[src/rtl/pc_fetch_unit.sv]
// pc_fetch_unit: IF stage with one-outstanding imem fetch, IF/ID slot and branch redirect (FETCH_STATS_EN adds fetch/redirect counters)
module pc_fetch_unit #(
  parameter int XLEN = 32,
  parameter logic [XLEN-1:0] RESET_PC = '0
) (
  input  logic            clk,
  input  logic            rst_n,
  input  logic            pc_src,
  input  logic [XLEN-1:0] branch_target,
  input  logic            stall,
  output logic            imem_req_valid,
  output logic [XLEN-1:0] imem_req_addr,
  input  logic            imem_req_ready,
  input  logic            imem_rsp_valid,
  input  logic [31:0]     imem_rsp_data,
  output logic            if_valid,
  output logic [XLEN-1:0] if_pc,
  output logic [31:0]     if_instr,
  input  logic            id_ready
`ifdef FETCH_STATS_EN
  ,
  output logic [31:0]     fetch_count,
  output logic [31:0]     redirect_count
`endif
);
  typedef enum logic [1:0] {S_REQ, S_WAIT, S_HOLD} state_t;
  state_t state;
  logic [XLEN-1:0] pc;
  logic drop;
  logic consume;
  assign imem_req_valid = (state == S_REQ) & ~pc_src;
  assign imem_req_addr = pc;
  assign consume = if_valid & id_ready & ~stall;
  // fetch FSM: redirect outranks everything; a redirect while a response is pending marks it for discard
  always_ff @(posedge clk) begin
    if (!rst_n) begin
      pc <= RESET_PC;
      state <= S_REQ;
      drop <= 1'b0;
      if_valid <= 1'b0;
      if_pc <= '0;
      if_instr <= 32'h0000_0013;
    end else if (pc_src) begin
      pc <= branch_target & ~XLEN'(3);
      if_valid <= 1'b0;
      drop <= (state == S_WAIT) & ~imem_rsp_valid;
      state <= ((state == S_WAIT) & ~imem_rsp_valid) ? S_WAIT : S_REQ;
    end else begin
      unique case (state)
        S_REQ: if (imem_req_ready) state <= S_WAIT;
        S_WAIT:
          if (imem_rsp_valid) begin
            if (drop) begin
              drop <= 1'b0;
              state <= S_REQ;
            end else begin
              if_instr <= imem_rsp_data;
              if_pc <= pc;
              if_valid <= 1'b1;
              pc <= pc + XLEN'(4);
              state <= S_HOLD;
            end
          end
        S_HOLD:
          if (consume) begin
            if_valid <= 1'b0;
            state <= S_REQ;
          end
        default: state <= S_REQ;
      endcase
    end
  end
`ifdef FETCH_STATS_EN
  // count slot consumes and redirect cycles, both wrapping at 2^32
  always_ff @(posedge clk) begin
    if (!rst_n) begin
      fetch_count <= '0;
      redirect_count <= '0;
    end else begin
      fetch_count <= fetch_count + 32'(consume);
      redirect_count <= redirect_count + 32'(pc_src);
    end
  end
`endif
endmodule

[config.mk]
export PLATFORM = sky130hd
export DESIGN_NAME = pc_fetch_unit
export DESIGN_NICKNAME = d
export VERILOG_FILES = /design/src/rtl/pc_fetch_unit.sv
export SDC_FILE = /design/constraint.sdc
export NUM_CORES = 1
export LEC_CHECK = 0
export CAP_MARGIN = 20
export CELL_PAD_IN_SITES_DETAIL_PLACEMENT = 2
export CELL_PAD_IN_SITES_GLOBAL_PLACEMENT = 2
export CORE_MARGIN = 8
export CORE_UTILIZATION = 27
export CTS_BUF_LIST = sky130_fd_sc_hd__clkbuf_4
export DETAILED_ROUTE_END_ITERATION = 12
export PLACE_DENSITY_LB_ADDON = 0.1
export SYNTH_ARGS = -nofsm -noshare
export SYNTH_HDL_FRONTEND = slang
export SYNTH_SLANG_ARGS = --single-unit
[constraint.sdc]
create_clock -name clk -period 2.9 [get_ports clk]
set_input_delay 0.58 -clock clk [delete_from_list [all_inputs] [get_ports clk]]
set_output_delay 0.58 -clock clk [all_outputs]
set_load 0.01 [all_outputs]
==> results of run 1 <==
-- cells by family (layout without fill, tap and decap cells) --
logic type	after synthesis	after routing
AOI/OAI and AO/OA	114	114
DFF	96	96
adders and majority gates	1	1
xor gates and xnor gates	28	28
and+or+nand+nor	212	212
buffers and inverters	42	192
other	1	7
-- cell type report --
cell class	count	area [µm²]
Fill cell	1715	9070
Antenna cell	3	7.51
Sequential cell	96	1920
Clock inverter	6	83.8
Inverter	6	22.5
Clock buffer	10	75.1
Tap cell	188	235
Multi-Input combinational cell	359	2100
Timing Repair Buffer	170	1690
-- cell usage in the layout (no fill, tap or decap), types with 2 or more instances in the layout --
cell,instances
clkdlybuf4s50_1,161
nand2_1,143
dfxtp_1,96
a21boi_1,41
o21ai_0,22
a21oi_1,19
a21boi_0,18
xnor2_1,16
nand3_1,14
xor2_1,12
o211a_1,10
clkbuf_4,10
nor3_1,8
nor4_2,8
nor2_1,7
buf_4,7
and4_1,5
inv_1,5
and2_1,4
nand4_1,4
conb_1,4
diode_2,3
nand2b_1,3
nand2_2,3
nor3b_1,3
nand4_4,2
and3_1,2
bufinv_16,2
clkinvlp_4,2
-- how the worst max path moves through the flow --
stage	startpoint	endpoint	slack [ns]	cells past startpoint
final	imem_req_addr[8]$_SDFFE_PN0P_	imem_req_addr[8]	0.56	1
after global routing	imem_req_addr[8]$_SDFFE_PN0P_	imem_req_addr[8]	0.45	1
after global placement	imem_rsp_valid	imem_req_addr[27]$_SDFFE_PN0P_	0.45	6
after detailed placement	imem_rsp_valid	if_pc[6]$_SDFFE_PN0P_	0.41	7
after floorplan	imem_rsp_valid	imem_req_addr[23]$_SDFFE_PN0P_	1.21	6
after CTS	imem_req_addr[8]$_SDFFE_PN0P_	imem_req_addr[8]	0.52	1
-- sequential cells by signal (all words and copies together) (netlist names) --
name / flops
drop: 1
if_instr: 32
if_pc: 30
if_valid: 1
imem_req_addr: 30
state: 2
-- where the power goes --
group	leakage [nW]	internal [mW]	total, mW	switching (mW)
logic	1.26	0.207	0.349	0.142
registers	0.782	1.36	1.42	0.0583
clock network	0.0801	0.355	0.835	0.480
total	2.13	1.92	2.60	0.680
-- stage by stage --
step | power [mW] | setup WS (ns) | utilization [%] | cells | hold WS, ns
CTS | 2.65 | 0.520 | 40.3 | 835 | 0.469
floorplan | 1.58 | 1.21 | - | 497 | 0.479
global placement | 1.79 | 0.451 | 39.2 | 819 | 0.440
global route | 2.73 | 0.445 | 40.3 | 838 | 0.493
detailed placement | 1.80 | 0.409 | 39.2 | 819 | 0.450
finish | 2.60 | 0.564 | 40.3 | 838 | 0.465
-- per-layer routing --
metal,track usage [%],vias to the layer above,share of wire (%)
li1,-,1955,-
met1,18.3,1941,44
met2,26.3,81,49
met3,4.63,8,5.5
met4,4.07,0,0.77
met5,0,-,0
==> results.md, run 1 <==
* Outcome: finished clean
* Routed wire length at ~15000 µm
* Synthesized area at approximately 0.0042 mm²
* Largest cells by area after synthesis: dfxtp_1 46%, nand2_1 13%, a21boi_1 7.3%
* Setup Viol. Count Final at 0
* CTS buffer count at 9
* Top_reg_cell synth: dfxtp_1
* CP arrival at 1.76 ns
* Largest delay share family, worst path: flip-flops
* Non-Filler Cell Area, Final at around 0.006 mm²
* First-pass GRT wire length at roughly 24000 µm
* Total number of vias at roughly 4.0k
* Setup bufs post-CTS at 0
* Final Hold Fails at 0
* Critical Path RT at approximately 2.3 ns
* Largest net degree at the start of global routing at 96
* YS warnings at 0
* Post-layout net count at slightly above 700
* Routability cong. at ~0.7
* FF-to-FF Start: imem_req_addr[2]$_SDFFE_PN0P_
* Final antenna-violating net count at 0
* Total leakage power at about 2.1 nW
* Number of global-route vias before repair at 4390
* Post-Synth XOR/XNOR Area at between 5 and 6%
* Clk_skew at roughly 0.013 ns
* Yosys top cell by area: dfxtp_1
* Startpoint types: register
* CTS Sinks at between 90 and 100
* Minimum clock period at 2.34 ns
* Crit path cell chain: clkdlybuf4s50_1
* Main combinational cell family by area after synthesis: simple AND/OR/NAND/NOR gates
* VDD IR-drop max at between 0.15 and 0.2 mV
* CP Capture Type: primary output
* Die area at between 0.015 and 0.02 mm²
* Layout cells sized above 1 at approximately 6.3%
* Synth Instances at slightly below 500
* Post-Synth Adder-Cell Area at less than 1%
* Seq cells post-synth at 96
* Unrepaired setup endpoints after global routing: no
* Initial antenna violation count at 2
* Final worst-path cycle share at 80.5%
* Post-synth EDFFs at 0
* Reg2Reg Setup Slack at 0.96 ns
* Die Wd at approximately 140 µm
* DR WL/cell at 18.0 µm
* DRC Markers at 0
* Netlist cell types at 40
* HP Class: reg -> reg
* Core area at about 0.015 mm²
* Peak Freq at approximately 0.43 GHz
* Setup Total Neg Slack at 0 ns
* Commonest cells in the netlist: 144 x nand2_1, 96 x dfxtp_1, 41 x a21boi_1, 22 x o21ai_0, 21 x clkbuf_1
* Syn Area/Cell at ~8.5 µm²
* R2r worst-path depth at 6
* Starting density of the core at 27.7%
* Clock buffer depth at 2
* Initial DRC count at between 100 and 150
* Grt ovf at 0
* H-tree lvl count at 3
* Worst Hold Launch: if_pc[17]$_SDFFE_PN0P_
* Post-cts gate resize count at 0
* DP Area at 0.00597 mm²
* Crit Path Max Fanout at 8
* Count leader, synth: nand2_1
* Compound-gate portion of the synthesized area at 18.5%
* Critical-path top delay cell: dfxtp_1
* Pre-antenna DRT Iters at 4
* Root Buffer: clkbuf_4
* Worst hold path endpoint: if_pc[17]$_SDFFE_PN0P_
* Synth Area in Simple Gates at between 20% and 30%
* Max Cap Viol at 0
* Slew Limit Fails at 0
* Clock-pin transition on the worst setup and hold timing paths at roughly 0.14 ns
* Hold path depth at 2
* Multiplexer share of the synthesized area at 0%
* DR vias/cell at approximately 4.8
* CTS tree: done
* FP Rows at 45
* WP buf/inv at 1
* Class of the most critical setup path: reg -> out
* Top Ports at between 150 and 200
* Slowest stage delay, CP at 0.65 ns
* Syn-to-layout area delta at 45.9%
* Post-CTS Hold Fix Bufs at 0
* Hpwl dp at approximately 11000 µm
* Clk_lat worst skew at 0.47 ns
* Top cell type's share of synthesized area at 45.7%
* Power density over the cells at ~420 mW/mm²
* Total GRT Usage at approximately 15%
* Async set-reset flop share out of synthesis at 0%
* Reg2reg end: imem_req_addr[20]$_SDFFE_PN0P_
* Share of the yosys chip area belonging to registers at between 40% and 50%
* Die H at approximately 140 µm
* IO buf count at between 150 and 200
Note: power is estimated with default switching activity, not from simulation.
==> inputs of run 2 (changes only) <==
- CORE_UTILIZATION: 27 -> 25
- clock period: 2.9 -> 2.25 ns (I/O delays scaled with it)
==> run 2 against run 1 <==
  * Sequential power is 27% higher
  * Critical path depth is 1 higher
  * Clock power is 31% higher
  * Register-to-register slack worse by 0.57 ns
  * Global-route usage is 1.2 points lower
  * Worst hold slack better by 0.0012 ns
  * Total power is 30% higher
  * Design area is 3.3% higher
  * Die area is 7.1% higher
  * Via count is 1.5% higher
  * Setup slack worse by 0.41 ns
  * Critical path type unchanged
==> results.md, run 2 (same netlist as run 1, synthesis figures left out) <==
* Peak Freq at ~0.48 GHz
* Max reg flops at 32
* DRC Markers at 0
* Critical Path RT at about 1.8 ns
* Worst Setup SP: state[1]$_SDFFE_PN0P_
* Worst hold path endpoint: if_instr[28]$_SDFFE_PN0P_
* DR WL/cell at 17.3 µm
* Fillers at ~1.9k
* Non-Filler Cell Area, Final at around 0.0063 mm²
* DR vias/cell at between 4 and 5
* Largest Register: if_instr
* Top Ports at between 150 and 200
* Initial antenna violation count at 1
* Root Buffer: clkbuf_4
* WP buf/inv at 1
* Slew Limit Fails at 0
* FP Rows at 47
* CTS Sinks at 96
* Crit path cell chain: nor3_1 -> clkdlybuf4s50_1
* VDD IR-drop max at about 0.2 mV
* Die area at 0.0212 mm²
* CTS buffer count at 9
* R2r worst-path depth at 5
* IO buf count at 162
* Initial DRC count at a little under 90
* Reg2Reg Setup Slack at 0.39 ns
* First-pass GRT wire length at about 24000 µm
* Die Wd at between 100 and 150 µm
* Total GRT Usage at 14.1%
* Final worst-path cycle share at between 90 and 100%
* Commonest cells after routing, fill and taps aside: 161 x clkdlybuf4s50_1, 143 x nand2_1, 95 x dfxtp_1
* Clk_lat worst skew at 0.46 ns
* Layout cells sized above 1 at 8.61%
* Worst Hold Launch: if_instr[28]$_SDFFE_PN0P_
* CP arrival at between 1.5 and 2 ns
* Setup Viol. Count Final at 0
* Core area at about 0.017 mm²
* Post-Route Utilization at approximately two fifths
* Most common cell after layout, fill and taps aside: clkdlybuf4s50_1
* CP Capture Type: primary output
* Critical path depth at 2
* Total leakage power at about 2.2 nW
* Pre-antenna DRT Iters at 4
* Outcome: finished clean
* Post-CTS Hold Fix Bufs at 0
* Clock-pin transition on the worst setup and hold timing paths at 0.15 ns
* Slowest stage delay, CP at 0.58 ns
* Power density over the cells at 535 mW/mm²
* Routability cong. at between 0.7 and 0.8
* Post-cts gate resize count at 1
* Die H at between 100 and 150 µm
* Power, Total at between 3 and 4 mW
* Clock buffer depth at 2
* Reg2reg end: imem_req_addr[26]$_SDFFE_PN0P_
* Final Hold Fails at 0
* Starting density of the core at 25.4%
* Unrepaired setup endpoints after global routing: no
* Largest net degree at the start of global routing at 96
* Class of the most critical setup path: reg -> out
* Max Cap Viol at 0
* CTS tree: done
* Minimum clock period at around 2.1 ns
* Clk_skew at 0.0117 ns
* Total number of vias at slightly above 4k
* Area of the multi-input gates at 0.00210 mm²
* Hpwl dp at approximately 12000 µm
* Routed wire length at between 15000 and 20000 µm
* H-tree lvl count at 3
* Hold path depth at 2
* FF+latch area at slightly below 0.002 mm²
* Post-layout net count at about 730
* Grt ovf at 0
* Syn-to-layout area delta at 50.7%
* FF-to-FF Start: imem_req_addr[7]$_SDFFE_PN0P_
* Setup bufs post-CTS at 0
* HP Class: reg -> reg
* Number of global-route vias before repair at between 4k and 5k
* Startpoint types: register
* Critical-path top delay cell: clkdlybuf4s50_1
* Crit Path Max Fanout at 8
* Final antenna-violating net count at 0
* Largest delay share family, worst path: buffers and inverters
* DP Area at about 0.006 mm²
## run 2: cell count changes in the layout (fill, tap and decap cells not counted), sizes merged
cell / previous run / this run
buf: 9 / 24
inv: 6 / 7
clkinvlp: 2 / 1
clkbuf: 10 / 11
diode: 3 / 1
clkinv: 2 / 1
## run 2: worst max-delay path by stage
stage / endpoint / slack (ns)
2_1_floorplan: imem_req_addr[30]$_SDFFE_PN0P_ / 0.64
3_3_place_gp: imem_req_addr[27]$_SDFFE_PN0P_ / 0.003
3_5_place_dp: if_instr[19]$_SDFFE_PN0P_ / -0.02
4_1_cts: imem_req_valid / 0.09
5_1_grt: imem_req_valid / 0.06
6_report: imem_req_valid / 0.16
## run 2: tightest hold or removal path: stages (launching register included)
cell and delay (ns):
dfxtp_1 0.34, nand2_1 0.05, a21boi_1 0.05
## run 2: cell type report
class,count,area share [%]
repair buffers,185,29.2
flip-flops and latches,96,30.4
clock inverters,5,1.26
clock buffers,11,1.30
inverters,6,0.356
well taps,220,4.35
diodes,1,0.0395
multi-input cells,359,33.1
## run 2: power by group
group / internal [mW] / total [mW] / switching (mW) / leakage (nW)
Sequential: 1.75 / 1.81 / 0.0588 / 0.783
Clock: 0.477 / 1.09 / 0.610 / 0.0851
Combinational: 0.288 / 0.490 / 0.202 / 1.36
## run 2: per-stage QoR
| step | std cells | hold slack, ns | setup WS [ns] | TNS, ns |
|---|---|---|---|---|
| 2_1_floorplan | 497 | 0.479 | 0.643 | 0 |
| 3_3_place_gp | 866 | 0.440 | 0.00303 | 0 |
| 3_5_place_dp | 866 | 0.451 | -0.0160 | -0.0393 |
| 4_1_cts | 882 | 0.429 | 0.0891 | 0 |
| 5_1_grt | 883 | 0.472 | 0.0644 | 0 |
| 6_report | 883 | 0.466 | 0.158 | 0 |
## run 2: metal layers
layer / vias up / wire length, µm / GRT usage (%)
met4: 0 / 237 / 4.89
li1: 1986 / - / -
met3: 12 / 711 / 3.67
met5: - / 0 / 0
met1: 1962 / 6560 / 16.0
met2: 85 / 7740 / 25.2
==> inputs of run 3 (changes only) <==
- CORE_UTILIZATION: 25 -> 27
- clock period: 2.25 -> 2.6 ns (I/O delays scaled with it)
==> run 3 against run 2 <==
  * Utilization rose by 1.9 points
  * Combinational power shrank 19%
  * Register-to-register slack improved by 0.30 ns
  * Global-route usage is 1.0 points higher
  * Largest cell class unchanged
==> results.md, run 3 (same netlist as run 1, synthesis figures left out) <==
* Root Buffer: clkbuf_4
* Total leakage power at about 2.1 nW
* Clk_lat worst skew at approximately 0.46 ns
* HP Class: reg -> reg
* Top Ports at approximately 170
* Peak Freq at roughly 0.44 GHz
* Total number of vias at approximately 4k
* ANT cells at 0
* Die area at between 0.015 and 0.02 mm²
* Die Wd at between 100 and 150 µm
* Total GRT Usage at between 10% and 20%
* Final antenna-violating net count at 0
* Routed wire length at approximately 15000 µm
* Clock-pin transition on the worst setup and hold timing paths at around 0.13 ns
* Setup bufs post-CTS at 0
* Max reg flops at 32
* Post-CTS Hold Fix Bufs at 0
* Core area at about 0.015 mm²
* H-tree lvl count at 3
* DP Area at between 0.006 and 0.007 mm²
* Clock buffer depth at 2
* Critical-path top delay cell: dfxtp_1
* Routability cong. at about 0.70
* Largest net degree at the start of global routing at 96
* Reg2Reg Setup Slack at ~0.69 ns
* Largest Register: if_instr
* Slowest stage delay, CP at 0.67 ns
* Hpwl dp at roughly 11000 µm
* Initial DRC count at a little under 80
* CTS buffer count at 9
* Power density over the cells at 433 mW/mm²
* Largest delay share family, worst path: flip-flops
* Clk_skew at approximately 0.013 ns
* Starting density of the core at between 20% and 30%
* Class of the most critical setup path: reg -> out
* DRC Markers at 0
* Minimum clock period at approximately 2.3 ns
* Critical Path RT at around 2.1 ns
* Unrepaired setup endpoints after global routing: no
* GR Util met3 at 4.73%
* First-pass GRT wire length at roughly 24000 µm
* Final worst-path cycle share at ~88%
* DR vias/cell at 4.78
* Pre-antenna DRT Iters at 4
* GR Util met2 at between 20% and 30%
* Initial antenna violation count at 0
* Final setup margin at ~0.32 ns
* WP buf/inv at 1
* Die H at 141 µm
* Syn-to-layout area delta at 45.5%
* Slew Limit Fails at 0
* Pin slew with the least headroom to its limit at around 0.5 ns
* Post-cts gate resize count at 0
* Final non-filler cell total at roughly 830
* DR WL/cell at around 18 µm
* Worst slack, placed at 0.232 ns
* FP Rows at 45
* Setup Viol. Count Final at 0
* VDD IR-drop max at between 0.2 and 0.25 mV
* Most common cell after layout, fill and taps aside: clkdlybuf4s50_1
* Outcome: finished clean
* Crit path cell chain: clkdlybuf4s50_1
* GR Util met1 at 17.0%
* Commonest cells after routing, fill and taps aside: 161 x clkdlybuf4s50_1, 143 x nand2_1, 96 x dfxtp_1
* Number of global-route vias before repair at about 4.4k
* Grt ovf at 0
* CP arrival at between 1.5 and 2 ns
* Non-Filler Cell Area, Final at 0.00612 mm²
* Max Cap Viol at 0
* Post-layout net count at a little over 700
* Final Hold Fails at 0
* CTS tree: done
* CP Capture Type: primary output
* Setup Total Neg Slack at 0 ns
* CTS Sinks at 96
* Inst Count DP at 820
* Startpoint types: register
* Relative slew slack at roughly 66%
* IO buf count at between 150 and 200
* Crit Path Max Fanout at 8
* Layout cells sized above 1 at ~6.2%
* GR peak layer: met2
run 3: worst paths after layout:
kind / start / endpoint / cells past startpoint
worst max-delay path: imem_req_addr[8]$_SDFFE_PN0P_ / imem_req_addr[8] / 1
worst min-delay path: if_instr[17]$_SDFFE_PN0P_ / if_instr[17]$_SDFFE_PN0P_ / 2
worst max register to register: imem_req_addr[2]$_SDFFE_PN0P_ / imem_req_addr[22]$_SDFFE_PN0P_ / 6
worst min register to register: if_instr[17]$_SDFFE_PN0P_ / if_instr[17]$_SDFFE_PN0P_ / 2
run 3: where the power goes:
group          total, mW  internal, mW  switching [mW]
logic              0.396         0.236           0.160
registers           1.58          1.52          0.0637
clock network      0.672         0.179           0.493
run 3: stage by stage:
step / total power, mW / utilization (%) / hold slack, ns
after floorplan: 1.76 / - / 0.479
after global placement: 2.00 / 39.6 / 0.439
after detailed placement: 2.02 / 39.6 / 0.448
after CTS: 2.72 / 40.2 / 0.467
after global routing: 2.80 / 40.2 / 0.485
final: 2.65 / 40.2 / 0.463
run 3: routing by layer:
layer	up-vias	wire length [µm]
met1	1941	6210
met2	84	7690
met4	0	167
met3	11	863
li1	1951	-
met5	-	0
run 3: area by class of cell:
| type | instances | area [µm²] |
|---|---|---|
| fillers | 1709 | 9080 |
| multi-input cells | 359 | 2100 |
| flip-flops and latches | 96 | 1920 |
| repair buffers | 171 | 1750 |
| well taps | 188 | 235 |
| clock buffers | 9 | 67.6 |
| clock inverters | 5 | 26.3 |
| inverters | 6 | 22.5 |
